--- config.mk ---
export PLATFORM = sky130hd
export DESIGN_NAME = pwm_wb_ctrl_flat
export DESIGN_NICKNAME = d
export VERILOG_FILES = /design/src/rtl/pwm_wb_ctrl_if.sv /design/src/rtl/pwm_wb_ctrl.sv /design/src/flat_wrapper.sv
export SDC_FILE = /design/constraint.sdc
export NUM_CORES = 1
export LEC_CHECK = 0
export CORE_UTILIZATION = 40
export DETAILED_ROUTE_END_ITERATION = 16
export PLACE_DENSITY_LB_ADDON = 0.3
export SLEW_MARGIN = 10
export SYNTH_ARGS = -nofsm -noshare
export SYNTH_HDL_FRONTEND = slang
export SYNTH_SLANG_ARGS = --single-unit
--- constraint.sdc ---
create_clock -name cpu_clk -period 10.9 [get_ports cpu_clk]
set_clock_uncertainty 0.15 [all_clocks]
set_input_delay 1.09 -clock cpu_clk [delete_from_list [all_inputs] [get_ports cpu_clk]]
set_output_delay 1.09 -clock cpu_clk [all_outputs]
set_load 0.03 [all_outputs]
--- src/rtl/pwm_wb_ctrl_if.sv ---
// Wishbone classic slave bus bundle for pwm_wb_ctrl.
//   wb_adr_i  12  bit11=0 pwm window (bits 10:0 forwarded), bit11=1 control reg
//   wb_dat_i  16  write data
//   wb_we_i    1  1=write, 0=read
//   wb_stb_i   1  strobe
//   wb_cyc_i   1  bus cycle
//   wb_ack_o   1  one-cycle acknowledge
//   wb_dat_o  16  read data
// master: the bus initiator; slave: pwm_wb_ctrl.
interface pwm_wb_ctrl_if;
    logic [11:0] wb_adr_i;
    logic [15:0] wb_dat_i;
    logic        wb_we_i;
    logic        wb_stb_i;
    logic        wb_cyc_i;
    logic        wb_ack_o;
    logic [15:0] wb_dat_o;

    modport master (
        output wb_adr_i, wb_dat_i, wb_we_i, wb_stb_i, wb_cyc_i,
        input  wb_ack_o, wb_dat_o
    );

    modport slave (
        input  wb_adr_i, wb_dat_i, wb_we_i, wb_stb_i, wb_cyc_i,
        output wb_ack_o, wb_dat_o
    );
endinterface

--- src/rtl/pwm_wb_ctrl.sv ---
// pwm_wb_ctrl: feeds the pwm block's CPU write port from a Wishbone classic
// slave, and runs an init sequence (delay table, optional pixmap clear,
// enable key) after reset or on software request.
// Ports:
//   cpu_clk    sole clock, rising edge
//   reset_n    asynchronous active-low reset
//   wb         Wishbone slave bundle (pwm_wb_ctrl_if.slave)
//   pwm_addr   11-bit pwm write address   (registered)
//   pwm_din    16-bit pwm write data      (registered)
//   pwm_we     one-cycle write pulse      (registered)
//   init_busy  high while init writes are being presented
module pwm_wb_ctrl #(
    parameter logic [15:0] DELAY_BASE   = 16'd4,
    parameter int unsigned DELAY_SHIFT  = 4,
    parameter bit          CLEAR_PIXMAP = 1'b1,
    parameter bit          AUTO_INIT    = 1'b1
) (
    input  logic          cpu_clk,
    input  logic          reset_n,
    pwm_wb_ctrl_if.slave  wb,
    output logic [10:0]   pwm_addr,
    output logic [15:0]   pwm_din,
    output logic          pwm_we,
    output logic          init_busy
);

    typedef enum logic [1:0] {
        ST_IDLE = 2'd0,
        ST_TBL  = 2'd1,
        ST_CLR  = 2'd2,
        ST_EN   = 2'd3
    } state_t;

    state_t      state_q, state_d;
    logic [9:0]  idx_q, idx_d;
    logic        auto_pend_q, auto_pend_d;
    logic        done_q, done_d;
    logic        ack_q, ack_d;
    logic [15:0] rdat_q, rdat_d;
    logic [10:0] addr_q, addr_d;
    logic [15:0] din_q, din_d;
    logic        we_q, we_d;
    logic        busy_q, busy_d;

    logic        req;
    logic        is_ctrl;
    logic        fsm_idle;
    logic        accept;
    logic        start;

    // Gamma-shaped delay entry: base + (i*i >> shift), saturated to 16 bits.
    function automatic logic [15:0] delay_entry(input logic [7:0] i);
        logic [15:0] sq;
        logic [16:0] sum;
        sq  = {8'd0, i} * {8'd0, i};
        sum = {1'b0, DELAY_BASE} + {1'b0, (sq >> DELAY_SHIFT)};
        delay_entry = sum[16] ? 16'hFFFF : sum[15:0];
    endfunction

    // Request decode. Window requests wait for IDLE so they never collide
    // with an FSM write; the control reg is served in every state.
    always_comb begin
        req      = wb.wb_cyc_i & wb.wb_stb_i & ~ack_q;
        is_ctrl  = wb.wb_adr_i[11];
        fsm_idle = (state_q == ST_IDLE);
        accept   = req & (is_ctrl | fsm_idle);
        start    = fsm_idle & (auto_pend_q | (accept & is_ctrl & wb.wb_we_i & wb.wb_dat_i[0]));
    end

    // State register and all output/bookkeeping registers.
    always_ff @(posedge cpu_clk or negedge reset_n) begin
        if (!reset_n) begin
            state_q     <= ST_IDLE;
            idx_q       <= 10'd0;
            auto_pend_q <= AUTO_INIT;
            done_q      <= 1'b0;
            ack_q       <= 1'b0;
            rdat_q      <= 16'd0;
            addr_q      <= 11'd0;
            din_q       <= 16'd0;
            we_q        <= 1'b0;
            busy_q      <= 1'b0;
        end else begin
            state_q     <= state_d;
            idx_q       <= idx_d;
            auto_pend_q <= auto_pend_d;
            done_q      <= done_d;
            ack_q       <= ack_d;
            rdat_q      <= rdat_d;
            addr_q      <= addr_d;
            din_q       <= din_d;
            we_q        <= we_d;
            busy_q      <= busy_d;
        end
    end

    // Next-state logic; the index restarts at 0 on every state entry.
    always_comb begin
        state_d = state_q;
        idx_d   = idx_q;
        case (state_q)
            ST_IDLE: begin
                if (start) begin
                    state_d = ST_TBL;
                    idx_d   = 10'd0;
                end else begin
                    idx_d   = 10'd0;
                end
            end
            ST_TBL: begin
                if (idx_q == 10'd255) begin
                    state_d = CLEAR_PIXMAP ? ST_CLR : ST_EN;
                    idx_d   = 10'd0;
                end else begin
                    idx_d   = idx_q + 10'd1;
                end
            end
            ST_CLR: begin
                if (idx_q == 10'd1023) begin
                    state_d = ST_EN;
                    idx_d   = 10'd0;
                end else begin
                    idx_d   = idx_q + 10'd1;
                end
            end
            ST_EN: begin
                state_d = ST_IDLE;
                idx_d   = 10'd0;
            end
            default: begin
                state_d = ST_IDLE;
                idx_d   = 10'd0;
            end
        endcase
    end

    // Output logic: the write presented next cycle, ack/read data, flags.
    // busy follows state_q so it rises and falls with the FSM's writes.
    always_comb begin
        we_d        = 1'b0;
        addr_d      = 11'd0;
        din_d       = 16'd0;
        ack_d       = accept;
        rdat_d      = 16'd0;
        busy_d      = (state_q != ST_IDLE);
        done_d      = done_q;
        auto_pend_d = auto_pend_q;
        case (state_q)
            ST_IDLE: begin
                if (accept & ~is_ctrl & wb.wb_we_i) begin
                    we_d   = 1'b1;
                    addr_d = wb.wb_adr_i[10:0];
                    din_d  = wb.wb_dat_i;
                end else begin
                    we_d   = 1'b0;
                end
            end
            ST_TBL: begin
                we_d   = 1'b1;
                addr_d = {3'b100, idx_q[7:0]};
                din_d  = delay_entry(idx_q[7:0]);
            end
            ST_CLR: begin
                we_d   = 1'b1;
                addr_d = {1'b0, idx_q};
                din_d  = 16'd0;
            end
            ST_EN: begin
                we_d   = 1'b1;
                addr_d = 11'h755;
                din_d  = 16'h0023;
            end
            default: begin
                we_d   = 1'b0;
            end
        endcase
        // Window reads return zero: the pwm window is write-only.
        if (accept & is_ctrl & ~wb.wb_we_i) begin
            rdat_d = {14'd0, done_q, busy_q};
        end else begin
            rdat_d = 16'd0;
        end
        if (start) begin
            done_d      = 1'b0;
            auto_pend_d = 1'b0;
        end else if (state_q == ST_EN) begin
            done_d      = 1'b1;
        end else begin
            done_d      = done_q;
        end
    end

    assign wb.wb_ack_o = ack_q;
    assign wb.wb_dat_o = rdat_q;
    assign pwm_addr    = addr_q;
    assign pwm_din     = din_q;
    assign pwm_we      = we_q;
    assign init_busy   = busy_q;

endmodule
--- src/flat_wrapper.sv ---
// flat-port wrapper written by rule: the top's interface ports become plain ports
module pwm_wb_ctrl_flat 
#(
    parameter logic [15:0] DELAY_BASE   = 16'd4,
    parameter int unsigned DELAY_SHIFT  = 4,
    parameter bit          CLEAR_PIXMAP = 1'b1,
    parameter bit          AUTO_INIT    = 1'b1
)
  (cpu_clk, reset_n, pwm_addr, pwm_din, pwm_we, init_busy, wb_wb_adr_i, wb_wb_dat_i, wb_wb_we_i, wb_wb_stb_i, wb_wb_cyc_i, wb_wb_ack_o, wb_wb_dat_o);
  pwm_wb_ctrl_if wb_i ();
  input  logic cpu_clk;
  input  logic reset_n;
  output logic [10:0] pwm_addr;
  output logic [15:0] pwm_din;
  output logic pwm_we;
  output logic init_busy;
  input wire logic [$bits(wb_i.wb_adr_i)-1:0] wb_wb_adr_i;
  input wire logic [$bits(wb_i.wb_dat_i)-1:0] wb_wb_dat_i;
  input wire logic [$bits(wb_i.wb_we_i)-1:0] wb_wb_we_i;
  input wire logic [$bits(wb_i.wb_stb_i)-1:0] wb_wb_stb_i;
  input wire logic [$bits(wb_i.wb_cyc_i)-1:0] wb_wb_cyc_i;
  output wire logic [$bits(wb_i.wb_ack_o)-1:0] wb_wb_ack_o;
  output wire logic [$bits(wb_i.wb_dat_o)-1:0] wb_wb_dat_o;
  assign wb_i.wb_adr_i = wb_wb_adr_i;
  assign wb_i.wb_dat_i = wb_wb_dat_i;
  assign wb_i.wb_we_i = wb_wb_we_i;
  assign wb_i.wb_stb_i = wb_wb_stb_i;
  assign wb_i.wb_cyc_i = wb_wb_cyc_i;
  assign wb_wb_ack_o = wb_i.wb_ack_o;
  assign wb_wb_dat_o = wb_i.wb_dat_o;
  pwm_wb_ctrl #(.DELAY_BASE(DELAY_BASE), .DELAY_SHIFT(DELAY_SHIFT), .CLEAR_PIXMAP(CLEAR_PIXMAP), .AUTO_INIT(AUTO_INIT)) u_core (.cpu_clk(cpu_clk), .reset_n(reset_n), .wb(wb_i), .pwm_addr(pwm_addr), .pwm_din(pwm_din), .pwm_we(pwm_we), .init_busy(init_busy));
endmodule
Yosys cells after proc, flatten, opt, wreduce, memory -nomap -nowiden --
Index checks and enable logic that the tools add are counted.
Storage, ports and cells: bits in read-only memories 0, memories 0, input port bits 33, register bits 46, bits in latches 0, RAM bits 0, logic and storage cells 59
Operators by class: equality and inequality tests 8, add/subtract/negate cells 2, muxes and demuxes 17, order comparisons 0, reduce and logical (&&, ||, !) cells 6, bitwise gates (word level) 15, multiply operators 1, div/mod/pow operators 0, shift-type cells 0
Operator list (number):
- $pmux 16 s4 | 1
- $pmux 11 s4 | 1
- $mux 16 | 2
- $pmux 10 s3 | 1
- $mux 10 | 2
- $mul 8x8->16 | 1
- $add 3x12->13 const A | 1
- $mux 11 | 1
- $add 10x1->10 const B | 1
- $and 1x1->1 | 10
- $eq 10x10->1 const B | 1
- $eq 10x8->1 const B | 1
- $mux 2 | 4
- $pmux 2 s4 | 1
- $eq 2x2->1 const B | 2
- $ne 2x1->1 const B | 2
- $reduce_bool 2->1 | 2
- $mux 1 | 3
- $not 1->1 | 3
- $reduce_and 3->1 | 1
- $reduce_or 3->1 | 1
- $eq 2x1->1 const B | 1
- $logic_not 2->1 | 1
- $ne 2x2->1 const B | 1
- other kinds (3) | 4

Depth between registers and ports, before layout --
depth in word-level cells 10, mapped depth 21, depth with buffers taken out 20

Worst setup path after synthesis --
OpenSTA, ideal clock, no wires.
path type flip-flop to flip-flop, start point register u_core.idx_q[3], end point register u_core.din_q[11], in the netlist u_core.pwm_din[11], clock period less this slack 5067 ps, library setup time 69 ps, path slack 5833 ps, required time 10681 ps, buffers on the path 1, arrival time 4849 ps, stages on the path, launching flop included 19, path through dfrtp_1 -> clkbuf_1 -> inv_1 -> nor2_1 -> fa_1 -> fa_1 -> inv_1 -> fa_1 -> fa_1 -> inv_1 -> ha_1 -> and3_1 -> a21oi_1 -> nand3_1 -> a21oi_2 -> xnor2_2 -> nand4_4 -> or4_1 -> nand3_1
On the way: word-level cells in the longest chain between the ends 4
Ends and longest elaborated chain:
- from (decl) | RTL line pwm_wb_ctrl.sv:35 | logic [9:0] idx_q, idx_d;
- from (signal assigned) | RTL line pwm_wb_ctrl.sv:85 | idx_q <= idx_d;
- $mul 8x8->16 | RTL line pwm_wb_ctrl.sv:55 | sq = {8'd0, i} * {8'd0, i};
- $add 3x12->13 | RTL line pwm_wb_ctrl.sv:56 | sum = {1'b0, DELAY_BASE} + {1'b0, (sq >> DELAY_SHIFT)};
- $mux 16 | RTL line pwm_wb_ctrl.sv:57 | delay_entry = sum[16] ? 16'hFFFF : sum[15:0];
- $pmux 16 s4 | RTL line pwm_wb_ctrl.sv:148 | case (state_q)
- via u_core.din_d[11] | RTL line pwm_wb_ctrl.sv:41 | logic [15:0] din_q, din_d;
- to (signal assigned) | RTL line pwm_wb_ctrl.sv:91 | din_q <= din_d;
- to (decl) | RTL line pwm_wb_ctrl.sv:41
The timed path passes the listed nets, and every way through them passes these cells. A chain may end at the register's enable or synchronous reset.

Final worst setup path --
Same ends and word-level chain as after synthesis.

==> impl_metrics.csv <==
group,metric,value,unit
job,drv_cap,0,
die,die_y,101,um
timing,slew_headroom,0.325,
cts,tritoncts,"yes",
die,start_util,0.420,
yosys,ys_warn_count,0,
cells_and_area,diodes,0,
yosys,synth.top_cells.by_count,"inv_1 (52), dfrtp_1 (45), ha_1 (36)",
yosys,synth.avg_cell_area,9.55,sq um
cts,path_clk_slew,90,ps
cts,cts_made_buffers,5,
yosys,synth_cells,414,
timing,setup_tns,0,ps
timing,period_share,0.489,
yosys,synth-edff-count,0,
timing,setup_violations,0,
global_routing,globalRoute.totalOverflow,0,
yosys,synth_area,0.00395,sq mm
cts,cts-resized-gates,0,
yosys,synth_area_leader_cell,"dfrtp_1",
timing,rsz0062_at_grt,"no",
die,dieArea,0.0103,sq mm
outcome,status,"completed",
die,rows,35,
place,globalplace.congestion,0.818,
global_routing,grt_max_degree,47,
cts,htreeDepth,2,
place,dp_hpwl,6730,um
yosys,synth-seq-area-share,0.291,
yosys,synth_top_flop_cell,"dfrtp_1",
setup_path,crit_type,"register to register",
drt,drc,0,
pwr,p_per_area,64.8,mW/mm^2
global_routing,grt_pass1_vias,2884,
yosys,synth_cell_types,61,
die,die_w,101,um
cells_and_area,regArea,0.00115,sq mm
setup_path,critPathRequiredTime,10990,ps
global_routing,grt_use_total,0.172,
timing,hold_viol_final,0,
timing,tightest_slew,1010,ps
setup_path,crit_arrival,5430,ps
cells_and_area,final_core_util,0.500,
drt,dr.pass1.iters,4,
cts,holdBufCountCts,0,
yosys,synth_seq_cells,46,
yosys,yosysTopAreaCellShare,0.285,
place,port-buffer-count,64,
drt,vias,3020,
cells_and_area,layout-area-overhead-vs-synth,19.0,%
die,boundaryPins,79,
timing,fmax,0.188,GHz
cells_and_area,fillers,852,
yosys,synth_area_leaders,"dfrtp_1 (28%), fa_1 (13%), ha_1 (11%), inv_1 (4.9%), xnor2_1 (4.4%)",
global_routing,grt_pass1_wl,13800,um
pwr,ir_worst_vdd,0.0441,mV
timing,period_needed,5330,ps
drt,drtIter0Drc,174,
timing,slew_violations,0,
cts,worstSkewPairLatency,300,ps
drt,postRouteAntennaNets,0,
drt,viasPerCell,5.03,
drt,post_drt_wl_per_cell,14.2,um
setup_path,critPathMaxFanout,11,
cells_and_area,finalNetCount,564,
yosys,ys_async_sr_fraction,1.00,
setup_path,cp-start-kind,"register",
cts,cts-root-buf,"clkbuf_8",
cts,post_cts_buffers,0,
cells_and_area,multiInputGateArea,0.00247,sq mm
cells_and_area,final_layout_size_suffix_gt1_frac,0.0531,
cts,clock_sinks,46,
cts,cts_max_path_buffers,2,
pwr,cellLeakagePower,0.00222,uW
die,coreArea,0.00942,sq mm
hold_path,min_path_type,"register to register",
setup_path,cp-end-kind,"register",
drt,wl,8500,um
yosys,synth_most_common_cell,"inv_1",
global_routing,antenna_found_initial,0,
[worst paths after layout]
kind / startpoint / endpoint / slack (ps) / cells after the start
max in group asynchronous: reset_n / u_core.pwm_addr[9] / 9170 / 1
worst max-delay path: u_core.idx_q[3] / u_core.pwm_din[11] / 5570 / 17
worst max register to register: u_core.idx_q[3] / u_core.pwm_din[11] / 5570 / 17
worst min register to register: u_core.auto_pend_q / u_core.auto_pend_q / 340 / 1
min in group asynchronous: reset_n / u_core.pwm_din[4] / 800 / 1
worst min-delay path: u_core.auto_pend_q / u_core.auto_pend_q / 340 / 1
[flip-flops by register name, summed over array words and instances (netlist names)]
signal / count
u_core.init_busy: 1
u_core.pwm_din: 16
u_core.done_q: 1
u_core.wb.wb_ack_o: 1
u_core.state_q: 2
u_core.pwm_addr: 11
u_core.idx_q: 10
u_core.auto_pend_q: 1
u_core.wb.wb_dat_o: 2
u_core.pwm_we: 1
[report_power, final]
group / internal (uW) / switching, uW / leakage (uW) / total (uW)
Sequential: 172 / 0.314 / 0.000592 / 172
Clock: 45.3 / 59.1 / 0.0000452 / 104
Combinational: 12.7 / 15.6 / 0.00158 / 28.3
Total: 230 / 75.0 / 0.00222 / 305
[layer usage]
layer	track usage	routed length, um	vias up
li1	-	-	1441
met3	0.0193	499	11
met4	0.0569	145	0
met2	0.298	4160	105
met5	0	0	-
met1	0.223	3690	1463
[through the flow]
stage	std cells	instance area (sq um)	hold slack (ps)	total power, uW	setup slack (ps)
floorplan	427	4000	305	190	5830
global placement	592	4620	310	204	5660
detailed placement	592	4620	326	204	5550
CTS	600	4700	341	307	5530
global route	600	4700	358	316	5250
finish	600	4700	340	305	5570
[worst max-delay path, stage by stage, from the launching register on]
cell     delay (ps)
dfrtp_1         580
inv_1           120
nor2_1          190
fa_1            480
fa_1            550
inv_1            50
fa_1            510
fa_1            550
inv_1            40
ha_1            390
and3_1          220
a21oi_1         210
nand3_1         140
a21oi_2         200
xnor2_2         170
nand4_4         130
or4_1           480
nand3_1          90
[cell families after synthesis]
family / count (synthesis) / synth area share
simple gates: 127 / 0.172
buf+inv: 80 / 0.0956
compound gates: 66 / 0.122
fa+ha+maj: 61 / 0.241
flops: 46 / 0.291
xor+xnor: 32 / 0.0747
other cells: 1 / 0.000948
mux: 1 / 0.00253
[area by class of cell]
class,count,share of cell area
Sequential cell,46,0.245
Tap cell,129,0.0343
Multi-Input combinational cell,301,0.526
Clock buffer,6,0.0154
Inverter,52,0.0415
Clock inverter,2,0.00293
Timing Repair Buffer,64,0.135
[placed cells by master, fill, tap and decap left out, drive strengths merged, types with 3 or more instances in the layout]
cell type	count
nor2b	7
xnor2	22
clkbuf	6
fa	25
nand2b	4
o21ai	18
nor2	25
a211o	3
o21a	3
clkdlybuf4s50	63
nand3	11
nor3	6
xor2	10
nand4	3
nor3b	4
ha	36
a21oi	14
inv	52
and2	22
and3	5
nand2	30
dfrtp	45
a22o	5
conb	14
a221o	5
No activity file was read; power rests on OpenSTA's default activity.
